<file path="src/rtl/spi_rr_scheduler_if.sv">
`default_nettype none
// ---------------------------------------------------------------------------
// spi_rr_scheduler_if : requester and spi_core signals of the scheduler.  Rev 1.0
// ---------------------------------------------------------------------------
interface spi_rr_scheduler_if #(
  parameter int NREQ = 4,
  parameter int DW   = 16
);
  logic [NREQ-1:0]    req;
  logic [NREQ*DW-1:0] req_data;
  logic [NREQ-1:0]    gnt;
  logic [NREQ-1:0]    done;
  logic [DW-1:0]      rsp_data;
  logic               rsp_err;
  logic               core_start;
  logic [DW-1:0]      core_datain;
  logic               core_busy;
  logic [DW-1:0]      core_dataout;

  modport slave (
    input  req, req_data, core_busy, core_dataout,
    output gnt, done, rsp_data, rsp_err, core_start, core_datain
  );

  modport master (
    output req, req_data, core_busy, core_dataout,
    input  gnt, done, rsp_data, rsp_err, core_start, core_datain
  );
endinterface
`default_nettype wire

</file>
<file path="src/rtl/spi_rr_scheduler.sv">
`default_nettype none
// ---------------------------------------------------------------------------
// spi_rr_scheduler : round-robin sharing of one spi_core among NREQ clients.  Rev 1.0
// ---------------------------------------------------------------------------
module spi_rr_scheduler #(
  parameter int NREQ          = 4,
  parameter int DW            = 16,
  parameter int START_TIMEOUT = 4
) (
  input  logic                clk,
  input  logic                reset,
  spi_rr_scheduler_if.slave   bus
);
  localparam int IW = (NREQ > 1) ? $clog2(NREQ) : 1;
  localparam int TW = $clog2(START_TIMEOUT + 1);

  typedef enum logic [1:0] {
    S_IDLE  = 2'd0,
    S_START = 2'd1,
    S_BUSY  = 2'd2
  } state_t;

  state_t          r_state, w_state;
  logic [NREQ-1:0] r_gnt, w_gnt;
  logic [NREQ-1:0] r_done, w_done;
  logic [DW-1:0]   r_rsp_data, w_rsp_data;
  logic            r_rsp_err, w_rsp_err;
  logic            r_core_start, w_core_start;
  logic [DW-1:0]   r_core_datain, w_core_datain;
  logic [TW-1:0]   r_tmo, w_tmo;
  logic [IW-1:0]   r_last, w_last;
  logic [IW-1:0]   r_sel, w_sel;

  logic [NREQ-1:0] w_elig;
  logic            w_found;
  logic [IW-1:0]   w_pick;

  // A requester whose done is pulsing this cycle is excluded from arbitration.
  assign w_elig = bus.req & ~r_done;

  // Scan from farthest to nearest so the nearest eligible index after last wins.
  always_comb begin : arb
    logic [IW:0] idx;
    w_found = 1'b0;
    w_pick  = '0;
    idx     = '0;
    for (int k = NREQ; k >= 1; k--) begin
      idx = {1'b0, r_last} + (IW+1)'(k);
      if (idx >= (IW+1)'(NREQ))
        idx = idx - (IW+1)'(NREQ);
      if (w_elig[idx[IW-1:0]]) begin
        w_found = 1'b1;
        w_pick  = idx[IW-1:0];
      end
    end
  end

  always_comb begin
    w_state       = r_state;
    w_gnt         = r_gnt;
    w_done        = '0;
    w_rsp_data    = r_rsp_data;
    w_rsp_err     = 1'b0;
    w_core_start  = r_core_start;
    w_core_datain = r_core_datain;
    w_tmo         = r_tmo;
    w_last        = r_last;
    w_sel         = r_sel;
    case (r_state)
      S_IDLE: begin
        if (w_found) begin
          w_gnt         = {{(NREQ-1){1'b0}}, 1'b1} << w_pick;
          w_core_datain = bus.req_data[w_pick*DW +: DW];
          w_core_start  = 1'b1;
          w_tmo         = '0;
          w_sel         = w_pick;
          w_state       = S_START;
        end
      end
      S_START: begin
        w_tmo = r_tmo + 1'b1;
        if (bus.core_busy) begin
          w_core_start = 1'b0;
          w_state      = S_BUSY;
        end else if (r_tmo == TW'(START_TIMEOUT - 1)) begin
          // Core never responded: report an error and leave rsp_data untouched.
          w_core_start = 1'b0;
          w_done       = r_gnt;
          w_rsp_err    = 1'b1;
          w_gnt        = '0;
          w_last       = r_sel;
          w_state      = S_IDLE;
        end
      end
      S_BUSY: begin
        w_core_start = 1'b0;
        if (!bus.core_busy) begin
          w_rsp_data = bus.core_dataout;
          w_done     = r_gnt;
          w_gnt      = '0;
          w_last     = r_sel;
          w_state    = S_IDLE;
        end
      end
      default: begin
        w_state = S_IDLE;
      end
    endcase
  end

  always_ff @(posedge clk) begin
    if (reset) begin
      r_state       <= S_IDLE;
      r_gnt         <= '0;
      r_done        <= '0;
      r_rsp_data    <= '0;
      r_rsp_err     <= 1'b0;
      r_core_start  <= 1'b0;
      r_core_datain <= '0;
      r_tmo         <= '0;
      r_last        <= IW'(NREQ - 1);
      r_sel         <= '0;
    end else begin
      r_state       <= w_state;
      r_gnt         <= w_gnt;
      r_done        <= w_done;
      r_rsp_data    <= w_rsp_data;
      r_rsp_err     <= w_rsp_err;
      r_core_start  <= w_core_start;
      r_core_datain <= w_core_datain;
      r_tmo         <= w_tmo;
      r_last        <= w_last;
      r_sel         <= w_sel;
    end
  end

  assign bus.gnt         = r_gnt;
  assign bus.done        = r_done;
  assign bus.rsp_data    = r_rsp_data;
  assign bus.rsp_err     = r_rsp_err;
  assign bus.core_start  = r_core_start;
  assign bus.core_datain = r_core_datain;

endmodule
`default_nettype wire

</file>
<file path="src/flat_wrapper.sv">
// flat-port wrapper written by rule: the top's interface ports become plain ports
module spi_rr_scheduler_flat 
#(
  parameter int NREQ          = 4,
  parameter int DW            = 16,
  parameter int START_TIMEOUT = 4
)
  (clk, reset, bus_req, bus_req_data, bus_core_busy, bus_core_dataout, bus_gnt, bus_done, bus_rsp_data, bus_rsp_err, bus_core_start, bus_core_datain);
  spi_rr_scheduler_if #(.NREQ(NREQ), .DW(DW)) bus_i ();
  input  logic clk;
  input  logic reset;
  input wire logic [$bits(bus_i.req)-1:0] bus_req;
  input wire logic [$bits(bus_i.req_data)-1:0] bus_req_data;
  input wire logic [$bits(bus_i.core_busy)-1:0] bus_core_busy;
  input wire logic [$bits(bus_i.core_dataout)-1:0] bus_core_dataout;
  output wire logic [$bits(bus_i.gnt)-1:0] bus_gnt;
  output wire logic [$bits(bus_i.done)-1:0] bus_done;
  output wire logic [$bits(bus_i.rsp_data)-1:0] bus_rsp_data;
  output wire logic [$bits(bus_i.rsp_err)-1:0] bus_rsp_err;
  output wire logic [$bits(bus_i.core_start)-1:0] bus_core_start;
  output wire logic [$bits(bus_i.core_datain)-1:0] bus_core_datain;
  assign bus_i.req = bus_req;
  assign bus_i.req_data = bus_req_data;
  assign bus_i.core_busy = bus_core_busy;
  assign bus_i.core_dataout = bus_core_dataout;
  assign bus_gnt = bus_i.gnt;
  assign bus_done = bus_i.done;
  assign bus_rsp_data = bus_i.rsp_data;
  assign bus_rsp_err = bus_i.rsp_err;
  assign bus_core_start = bus_i.core_start;
  assign bus_core_datain = bus_i.core_datain;
  spi_rr_scheduler #(.NREQ(NREQ), .DW(DW), .START_TIMEOUT(START_TIMEOUT)) u_core (.clk(clk), .reset(reset), .bus(bus_i));
endmodule
</file>
<file path="config.mk">
export PLATFORM = sky130hd
export DESIGN_NAME = spi_rr_scheduler_flat
export DESIGN_NICKNAME = d
export VERILOG_FILES = /design/src/rtl/spi_rr_scheduler_if.sv /design/src/rtl/spi_rr_scheduler.sv /design/src/flat_wrapper.sv
export SDC_FILE = /design/constraint.sdc
export NUM_CORES = 1
export LEC_CHECK = 0
export BUFFER_PORTS_ARGS = -buffer_cell sky130_fd_sc_hd__buf_2
export CORE_AREA = 2 2 70 88
export CTS_CLUSTER_DIAMETER = 30
export DETAILED_ROUTE_END_ITERATION = 6
export DIE_AREA = 0 0 72 90
export PLACE_DENSITY_LB_ADDON = 0.2
export SLEW_MARGIN = 5
export SYNTH_ARGS = -nofsm -noshare
export SYNTH_HDL_FRONTEND = slang
export SYNTH_SLANG_ARGS = --single-unit
</file>
<file path="constraint.sdc">
create_clock -name clk -period 3.2 [get_ports clk]
set_clock_uncertainty 0.05 [all_clocks]
set_input_delay 0.48 -clock clk [delete_from_list [all_inputs] [get_ports clk]]
set_output_delay 0.48 -clock clk [all_outputs]
set_load 0.03 [all_outputs]
</file>
==> results of run 1 <==
## power groups by stage
stage,sequential [mW],clock [mW],combinational [mW]
after floorplan,0.842,0,0.326
after global placement,0.744,0,0.578
after detailed placement,0.746,0,0.583
after CTS,0.731,0.408,0.585
after global routing,0.739,0.428,0.638
final,0.731,0.398,0.583
## worst register-to-register path, cell delays in order, from the launching register on
cell	delay [ns]
dfxtp_1	0.35
and2b_2	0.26
o211ai_2	0.87
nand3_1	0.21
or4_1	0.45
a21oi_1	0.16
## path summary, 6_finish.rpt
path / end / slack, ns / depth (start not counted)
worst min-delay path: u_core.bus.rsp_data[14]$_SDFFE_PP0P_ / 0.33 / 3
worst max register to register: u_core.bus.gnt[2]$_SDFFE_PP0P_ / 0.79 / 5
worst max-delay path: u_core.bus.gnt[2]$_SDFFE_PP0P_ / 0.79 / 5
worst min register to register: u_core.bus.rsp_data[10]$_SDFFE_PP0P_ / 0.41 / 2
## cells in the final DEF (no fill, tap or decap), types with 2 or more instances in the layout
cell	synthesis	final
a211o_1	3	3
a211oi_1	10	10
a211oi_2	9	9
a21boi_0	10	10
a21boi_1	7	7
a21o_1	2	2
a21oi_1	23	23
a221oi_1	8	8
a221oi_2	9	9
a22oi_1	2	2
and2_1	4	4
and3_1	16	16
buf_2	8	128
buf_4	2	6
clkbuf_8	0	5
dfxtp_1	51	51
ha_1	6	6
inv_1	5	5
inv_6	0	2
mux2i_1	3	3
nand2_1	36	36
nand2b_1	5	5
nand3_1	4	4
nand3b_1	3	3
nor2_1	24	24
nor2b_1	5	5
nor2b_2	2	2
nor2b_4	2	2
o21ai_0	2	2
o22ai_1	17	17
o41ai_1	2	2
## cell families (layout without fill, tap and decap cells)
family | after synthesis | count (layout) | share of synthesized area, %
simple gates | 111 | 111 | 21.4
buf+inv | 33 | 147 | 5.62
flops | 51 | 51 | 36.7
compound gates | 110 | 110 | 32.2
fa+ha+maj | 6 | 6 | 2.70
mux | 4 | 4 | 1.48
## Yosys cell counts, types with 2 or more instances
master | number | area, um^2
buf_2 | 8 | 40.0
a221oi_1 | 8 | 70.1
and2_1 | 4 | 25.0
a21boi_1 | 7 | 52.6
nor2b_1 | 5 | 31.3
nand3_1 | 4 | 20.0
buf_6 | 2 | 22.5
o22ai_1 | 17 | 106
nand2b_1 | 5 | 31.3
clkbuf_1 | 14 | 52.6
o41ai_1 | 2 | 17.5
nor2_1 | 24 | 90.1
buf_4 | 2 | 15.0
inv_1 | 5 | 18.8
a22oi_1 | 2 | 15.0
nor2b_2 | 2 | 17.5
mux2i_1 | 3 | 30.0
a211o_1 | 3 | 26.3
a211oi_1 | 10 | 75.1
a21oi_1 | 23 | 115
and3_1 | 16 | 100
a21boi_0 | 10 | 75.1
nand2_1 | 36 | 135
dfxtp_1 | 51 | 1020
ha_1 | 6 | 75.1
a221oi_2 | 9 | 135
nor2b_4 | 2 | 27.5
nand3b_1 | 3 | 22.5
a211oi_2 | 9 | 113
a21o_1 | 2 | 15.0
o21ai_0 | 2 | 10.0
buf_1 | 2 | 7.51
## metal layers
metal / track usage, % / vias to the layer above / part of all wire, %
met2: 38.4 / 98 / 51
met4: 8.02 / 0 / 1.8
li1: - / 1382 / -
met1: 26.7 / 1272 / 41
met3: 4.93 / 12 / 6.4
met5: 0 / - / 0
## metrics by stage
stage	cell area [um^2]	utilization [%]	total power, mW
5_1_grt	3510	61.6	1.81
3_5_place_dp	3420	59.9	1.33
4_1_cts	3510	61.6	1.72
2_1_floorplan	2790	-	1.17
6_report	3510	61.6	1.71
3_3_place_gp	3420	59.9	1.32
## final cells by class
type	count	area (um^2)
Multi-Input combinational cell	231	1610
Tap cell	66	82.6
Timing Repair Buffer	134	686
Inverter	5	18.8
Clock buffer	5	68.8
Sequential cell	51	1020
Clock inverter	3	26.3
Fill cell	521	2190
## state kept, by name, indices dropped and copies added, names as in the netlist
signal and flops:
u_core.r_state 2, u_core.bus.core_start 1, u_core.bus.gnt 4, u_core.bus.rsp_data 16
u_core.r_tmo 3, u_core.bus.done 4, u_core.r_sel 2, u_core.bus.rsp_err 1
u_core.r_last 2, u_core.bus.core_datain 16
==> qor.yml, run 1 <==
end_kind: "flop"
crit_family: "compound AO/OA/AOI/OAI gates"
overflow: 0
p_leak_nw: 1.63
netSwitchingPower_uw: 630
crit_buf_inv: 0
place_inst: 487
viasPerCell: 5.58
worst_slack_ns: 0.794
place_ws_ns: 0.630
comb_power_share_pct: 34.0
syn-instance-count: 315
wl_um: 7270
ys.flop_type: "dfxtp_1"
rows: 31
p_seq_share_pct: 42.7
ys_seq_area_share_pct: 36.7
cp.required_ns: 3.40
synth_area_um2: 2790
gp_congestion: 0.819
startpoint_type: "flop"
syn-num-nets: 408
critPathLaunch: "u_core.bus.done[1]$_SDFF_PP0_"
rr_startpoint: "u_core.bus.done[1]$_SDFF_PP0_"
synth_warnings: 0
arrival_ns: 2.60
grt_pass1_vias: 2646
ant_nets: 0
clk_path_buf_depth: 2
clk-insertion-delay-late_ns: 0.32
synth.ff_latch_count: 51
grt_setup_unrepaired: "false"
coreArea_um2: 5700
cts_inserted_buffers: 5
hold_class: "input pin to flop"
cts_max_level: 2
drive_gt1_share_pct: 40.1
worst_pin_slew_ns: 1.11
firstDrtPassIters: 4
start_util_pct: 48.8
dp_hpwl_um: 5330
cp_cell_sequence: "and2b_2 -> o211ai_2 -> nand3_1 -> or4_1 -> a21oi_1"
holdWs_ns: 0.331
crit_path_top_delay_cell: "o211ai_2"
drc: 0
clkSlewWorstSetupHoldPaths_ns: 0.11
drtIter0Drc: 156
period_share_pct: 75.2
fin_tns_setup_ns: 0
ios: 129
vias: 2764
critical_path.max_fanout: 35
die-area_um2: 6480
holdBufCountCts: 0
clock_sinks: 51
antenna_found_initial: 0
status: "finished, final reports clean"
setup_viol: 0
diodes: 0
cts_root_buf: "clkbuf_8"
cts_tree: "yes"
synth.distinct_cells: 49
syn_area_per_cell_um2: 8.84
hold_start: "bus_core_dataout[14]"
die_h_um: 90
power.internal_mw: 1.08
relSlewSlack_pct: 25.7
nets: 521
power_density_nw_per_um2: 488
grt_max_degree: 36
fmaxAchievable_mhz: 416
fin_cells: 495
track_usage_pct: 22.3
cap_violations: 0
grt_pass1_wl_um: 11800
cts_setup_buffers: 0
die_width_um: 72
drv_slew: 0
finalCriticalPeriod_ns: 2.41
p_clk_share_pct: 23.3
port_buffers: 128
worst_ir_drop_vdd_mv: 0.281
slowest_delay_ns: 0.87
synth_edf_count: 0
post_drt_wl_per_cell_um: 14.7
synthArstFlopShare_pct: 0
crit_type: "flop to flop"
area_delta_synth_final_pct: 26.1
hold_viol: 0
cts-resized-gates: 0
switching_share_pct: 36.8
Power figures use the tool's default switching activity.
==> inputs of run 2 (changes only) <==
--- a/config.mk
+++ b/config.mk
@@ -5,11 +5,12 @@
 export SDC_FILE = /design/constraint.sdc
 export NUM_CORES = 1
 export LEC_CHECK = 0
+export ABC_AREA = 1
 export BUFFER_PORTS_ARGS = -buffer_cell sky130_fd_sc_hd__buf_2
-export CORE_AREA = 2 2 70 88
+export CORE_AREA = 2 2 72 91
 export CTS_CLUSTER_DIAMETER = 30
 export DETAILED_ROUTE_END_ITERATION = 6
-export DIE_AREA = 0 0 72 90
+export DIE_AREA = 0 0 74 93
 export PLACE_DENSITY_LB_ADDON = 0.2
 export SLEW_MARGIN = 5
 export SYNTH_ARGS = -nofsm -noshare
==> constraint.sdc (replaced) <==
create_clock -name clk -period 2.4 [get_ports clk]
set_clock_uncertainty 0.05 [all_clocks]
set_input_delay 0.36 -clock clk [delete_from_list [all_inputs] [get_ports clk]]
set_output_delay 0.36 -clock clk [all_outputs]
set_load 0.03 [all_outputs]
==> qor.yml, run 2 <==
status: "finished, final reports clean"
drtIter0Drc: 177
syn_area_per_cell_um2: 6.53
total_power_mw: 3.28
postPlaceCellArea_um2: 3500
clk-insertion-delay-late_ns: 0.30
switching_share_pct: 46.3
fmaxAchievable_mhz: 477
area_delta_synth_final_pct: 29.4
grt_pass1_vias: 2891
final_common_cell: "buf_2"
cts_root_buf: "clkbuf_8"
post_drt_wl_per_cell_um: 11.7
diodes: 0
cap_violations: 0
die_width_um: 74
holdBufCountCts: 0
synthArstFlopShare_pct: 0
fin_util_pct: 59.4
overflow: 0
fin_area_um2: 3590
place_inst: 628
gp_congestion: 0.858
synth_top_area_share_pct: 36.8
rr_startpoint: "u_core.r_last[0]$_SDFFE_PP1P_"
die-area_um2: 6880
finalCriticalPeriod_ns: 2.10
cts_max_level: 2
ant_nets: 0
drv_slew: 0
synth_top_area_cell: "dfxtp_1"
start_util_pct: 45.9
layout_common_cells: "buf_2, nor2_1, nand2_1"
p_leak_nw: 1.93
ys_seq_area_share_pct: 36.8
grt_pass1_wl_um: 12400
cts_setup_buffers: 0
synth.ff_latch_count: 51
p_clk_share_pct: 15.9
holdWs_ns: 0.248
hold_path_depth: 3
coreArea_um2: 6050
track_usage_pct: 22.4
power_density_nw_per_um2: 913
viasPerCell: 4.86
crit-reg2reg-capture: "u_core.bus.core_datain[13]$_SDFFE_PP0P_"
worst_slack_ns: 0.304
yosysMostFrequentCell: "nor2_1"
holdPathEnd: "u_core.bus.rsp_data[7]$_SDFFE_PP0P_"
clock_sinks: 51
clkSlewWorstSetupHoldPaths_ns: 0.10
cp_common_cell: "nand3_1"
end_kind: "flop"
dp_hpwl_um: 5860
synth_area_um2: 2780
ys.flop_type: "dfxtp_1"
nets: 643
slowest_delay_ns: 0.45
ys_top_cells_by_area: "dfxtp_1, nand3_1, nor2_1, nand2_1, o21ai_0"
syn-instance-count: 425
place_ws_ns: 0.329
hold_class: "input pin to flop"
syn-num-nets: 518
drive_gt1_share_pct: 30.1
arrival_ns: 2.30
synth_warnings: 0
antenna_found_initial: 0
worst_ir_drop_vdd_mv: 0.420
fin_cells: 636
clk_path_buf_depth: 2
cts_inserted_buffers: 5
crit_path_top_delay_cell: "dfxtp_1"
fin_tns_setup_ns: 0
rows: 32
synth_edf_count: 0
grt_setup_unrepaired: "false"
synth.distinct_cells: 25
worst_pin_slew_ns: 0.467
vias: 3089
netSwitchingPower_mw: 1.52
power.internal_mw: 1.76
die_h_um: 93
period_share_pct: 87.3
worst-r2r-setup-slack_ns: 0.30
cp_cell_sequence: "inv_2 -> nand3_1 -> nand2_1 -> nand2_1 -> nand3_1 -> nand3_1 -> nand2_1 -> inv_2 -> buf_4 -> nand4_1 -> nand3_1 -> nor2_1 -> nor2_1"
cp.required_ns: 2.60
crit_type: "flop to flop"
ios: 129
cts_tree: "yes"
r2r_cells: 13
p_seq_share_pct: 33.2
setup_viol: 0
startpoint_type: "flop"
critical_path.max_fanout: 20
hold_start: "bus_core_dataout[7]"
relSlewSlack_pct: 68.9
synthTopCellsByCount: "nor2_1, nand2_1, nand3_1, dfxtp_1, inv_1"
cts-resized-gates: 0
hold_viol: 0
drc: 0
port_buffers: 128
firstDrtPassIters: 4
comb_power_share_pct: 51.0
wl_um: 7440
grt_max_degree: 38
## run 2: cell types whose count changed after synthesis, moves of 10 or more
cell / previous run / this run
inv_1: 5 / 42
nand2_1: 36 / 80
a21oi_1: 23 / 8
nor2_1: 24 / 81
a21boi_0: 10 / 0
nand3_1: 4 / 62
and3_1: 16 / 0
o22ai_1: 17 / 2
o21ai_0: 2 / 36
nand2_2: 0 / 11
## run 2: layout make-up
| type | count | area, um^2 |
|---|---|---|
| repair buffers | 137 | 721 |
| inverters | 48 | 180 |
| well taps | 85 | 106 |
| clock inverters | 3 | 26.3 |
| multi-input cells | 307 | 1470 |
| fillers | 587 | 2450 |
| flip-flops and latches | 51 | 1020 |
| clock buffers | 5 | 68.8 |
## run 2: cells by family after synthesis
| group | Yosys count | share of synthesized area (%) |
|---|---|---|
| AOI/OAI and AO/OA | 51 | 9.69 |
| adders and majority gates | 6 | 2.70 |
| buffers and inverters | 67 | 10.3 |
| DFF | 51 | 36.8 |
| and+or+nand+nor | 250 | 40.6 |
## run 2: routing by layer
metal | global-route usage, % | part of all wire (%) | vias up
li1 | - | - | 1609
met1 | 26.1 | 40 | 1361
met2 | 40.0 | 53 | 109
met3 | 4.63 | 5.8 | 10
met4 | 7.12 | 1.6 | 0
met5 | 0 | 0 | -
## run 2: worst max-delay path: cells and delay by family (launching register included)
family	cells	cell delay, ns
DFF	1	0.45
buffers and inverters	3	0.66
and+or+nand+nor	10	0.87
## run 2: how the worst max path moves through the flow
| stage | slack, ns | endpoint | from | cells after the start |
|---|---|---|---|---|
| after floorplan | 0.57 | u_core.bus.core_datain[14]$_SDFFE_PP0P_ | u_core.bus.done[2]$_SDFF_PP0_ | 16 |
| after global placement | 0.39 | u_core.bus.core_datain[11]$_SDFFE_PP0P_ | u_core.r_last[0]$_SDFFE_PP1P_ | 14 |
| after detailed placement | 0.33 | u_core.bus.core_datain[15]$_SDFFE_PP0P_ | u_core.r_last[0]$_SDFFE_PP1P_ | 14 |
| after CTS | 0.31 | u_core.bus.core_datain[11]$_SDFFE_PP0P_ | u_core.r_last[0]$_SDFFE_PP1P_ | 12 |
| after global routing | 0.06 | u_core.bus.core_datain[13]$_SDFFE_PP0P_ | u_core.r_last[0]$_SDFFE_PP1P_ | 12 |
| final | 0.30 | u_core.bus.core_datain[13]$_SDFFE_PP0P_ | u_core.r_last[0]$_SDFFE_PP1P_ | 13 |
## run 2: power groups by stage
| stage | combinational [mW] | clock [mW] | sequential, mW |
|---|---|---|---|
| after floorplan | 1.03 | 0 | 1.35 |
| after global placement | 1.67 | 0 | 1.11 |
| after detailed placement | 1.68 | 0 | 1.11 |
| after CTS | 1.69 | 0.541 | 1.09 |
| after global routing | 1.87 | 0.572 | 1.11 |
| final | 1.67 | 0.520 | 1.09 |
==> inputs of run 3 (changes only) <==
--- a/config.mk
+++ b/config.mk
@@ -7,12 +7,13 @@
 export LEC_CHECK = 0
 export ABC_AREA = 1
 export BUFFER_PORTS_ARGS = -buffer_cell sky130_fd_sc_hd__buf_2
-export CORE_AREA = 2 2 72 91
+export CORE_AREA = 2 2 79 100
 export CTS_CLUSTER_DIAMETER = 30
 export DETAILED_ROUTE_END_ITERATION = 6
-export DIE_AREA = 0 0 74 93
+export DIE_AREA = 0 0 81 102
 export PLACE_DENSITY_LB_ADDON = 0.2
 export SLEW_MARGIN = 5
 export SYNTH_ARGS = -nofsm -noshare
 export SYNTH_HDL_FRONTEND = slang
 export SYNTH_SLANG_ARGS = --single-unit
+export TNS_END_PERCENT = 100
==> qor.yml, run 3 (synthesized netlist as in run 2, its figures left out) <==
status: "finished, final reports clean"
drive_gt1_share_pct: 30.0
antenna_found_initial: 0
final_common_cell: "buf_2"
power_density_nw_per_um2: 940
fmaxAchievable_mhz: 478
cts_tree: "yes"
drtIter0Drc: 124
track_usage_pct: 20.1
relSlewSlack_pct: 64.7
setup_viol: 0
r2r_cells: 14
cts_root_buf: "clkbuf_8"
clkSlewWorstSetupHoldPaths_ns: 0.10
hold_path_depth: 3
hold_class: "input pin to flop"
cp_common_cell: "nand2_1"
worst_slack_ns: 0.308
die_width_um: 81
nets: 642
crit_type: "flop to flop"
cts_inserted_buffers: 5
wl_um: 7980
viasPerCell: 4.85
fin_tns_setup_ns: 0
grt_pass1_wl_um: 13300
rr_startpoint: "u_core.r_last[0]$_SDFFE_PP1P_"
grt_pass1_vias: 2971
drc: 0
finalCriticalPeriod_ns: 2.09
clock_sinks: 51
crit-reg2reg-capture: "u_core.bus.core_datain[9]$_SDFFE_PP0P_"
fin_area_um2: 3630
firstDrtPassIters: 4
grt_setup_unrepaired: "false"
cts_setup_buffers: 0
startpoint_type: "flop"
postPlaceCellArea_um2: 3490
dp_hpwl_um: 6060
period_share_pct: 87.2
hold_start: "bus_core_dataout[10]"
cp.required_ns: 2.56
clk_path_buf_depth: 2
coreArea_um2: 7270
crit_cells: 14
overflow: 0
p_leak_nw: 1.93
ant_nets: 0
fill_cells: 793
holdPathEnd: "u_core.bus.rsp_data[10]$_SDFFE_PP0P_"
port_buffers: 128
cts_max_level: 2
place_ws_ns: 0.266
cp_cell_sequence: "inv_2 -> nand3_1 -> nand2_1 -> nand2_1 -> nand2_1 -> clkinv_1 -> nand3_1 -> nand2_1 -> buf_4 -> nor2_1 -> nand2_1 -> nand2_1 -> nor2_1 -> nor2_1"
area_delta_synth_final_pct: 30.7
holdWs_ns: 0.238
grt_max_degree: 38
clk-insertion-delay-late_ns: 0.31
rows: 35
worst-r2r-setup-slack_ns: 0.31
drv_slew: 0
die_h_um: 102
layout_common_cells: "buf_2, nor2_1, nand2_1"
arrival_ns: 2.25
start_util_pct: 38.2
vias: 3116
gp_congestion: 0.862
die-area_um2: 8260
end_kind: "flop"
hold_viol: 0
worst_ir_drop_vdd_mv: 0.498
crit_buf_inv: 3
diodes: 0
crit_path_top_delay_cell: "dfxtp_1"
ios: 129
cap_violations: 0
worst_pin_slew_ns: 0.528
slowest_delay_ns: 0.47
critical_path.max_fanout: 20
crit_family: "simple AND/OR/NAND/NOR gates"
post_drt_wl_per_cell_um: 12.4
==> run 3: cell types whose count changed in the layout (fill, tap and decap cells not counted), sizes merged <==
| cell | delta |
|---|---|
| buf | -2 |
| bufinv | +1 |
| clkinv | -1 |
| clkinvlp | +1 |
| inv | -1 |
| nor2 | +1 |
==> run 3: final cells by class <==
| type | instances | area, um^2 | area share, % |
|---|---|---|---|
| clock buffers | 5 | 68.8 | 1.90 |
| clock inverters | 3 | 46.3 | 1.28 |
| inverters | 48 | 183 | 5.03 |
| multi-input cells | 308 | 1490 | 41.1 |
| flip-flops and latches | 51 | 1020 | 28.1 |
| well taps | 92 | 115 | 3.17 |
| repair buffers | 135 | 706 | 19.4 |
==> run 3: how the worst max path moves through the flow <==
| stage | startpoint | to | slack [ns] |
|---|---|---|---|
| after floorplan | u_core.bus.done[2]$_SDFF_PP0_ | u_core.bus.core_datain[14]$_SDFFE_PP0P_ | 0.57 |
| after global placement | u_core.r_last[0]$_SDFFE_PP1P_ | u_core.bus.core_datain[9]$_SDFFE_PP0P_ | 0.33 |
| after detailed placement | u_core.r_last[0]$_SDFFE_PP1P_ | u_core.bus.core_datain[9]$_SDFFE_PP0P_ | 0.27 |
| after CTS | u_core.r_last[0]$_SDFFE_PP1P_ | u_core.bus.core_datain[9]$_SDFFE_PP0P_ | 0.25 |
| after global routing | u_core.r_last[0]$_SDFFE_PP1P_ | u_core.bus.core_datain[9]$_SDFFE_PP0P_ | 0.07 |
| final | u_core.r_last[0]$_SDFFE_PP1P_ | u_core.bus.core_datain[9]$_SDFFE_PP0P_ | 0.31 |
==> run 3: timing repair <==
| action | CTS | global route |
|---|---|---|
| resized for setup | 0 | 3 |
| hold buffers | 0 | 0 |
| setup endpoints to repair | 0 | 10 |
==> run 3: per-layer routing <==
| layer | routed length [um] | up-vias | share of wire [%] | GRT usage [%] |
|---|---|---|---|---|
| li1 | - | 1608 | - | - |
| met1 | 3300 | 1370 | 41 | 24.0 |
| met2 | 4000 | 124 | 50 | 34.8 |
| met3 | 537 | 14 | 6.7 | 4.42 |
| met4 | 146 | 0 | 1.8 | 7.95 |
| met5 | 0 | - | 0 | 0 |
==> run 3: per-stage QoR <==
| stage | cells | util, % | total power, mW |
|---|---|---|---|
| after CTS | 641 | 49.6 | 3.42 |
| final | 642 | 49.9 | 3.41 |
| after detailed placement | 633 | 48.0 | 2.78 |
| after global placement | 633 | 48.0 | 2.76 |
| after global routing | 642 | 49.9 | 3.72 |
| after floorplan | 425 | - | 2.38 |
==> run 3: power breakdown <==
part / switching, mW / total, mW / internal [mW]
clock: 0.308 / 0.623 / 0.315
sequential: 0.0846 / 1.09 / 1.00
combinational: 1.17 / 1.70 / 0.536
==> run 3: worst min-delay path: cells and delay by family <==
kind,cells,cell delay (ns)
compound gates,1,0.07
buf+inv,1,0.07
simple gates,1,0.07
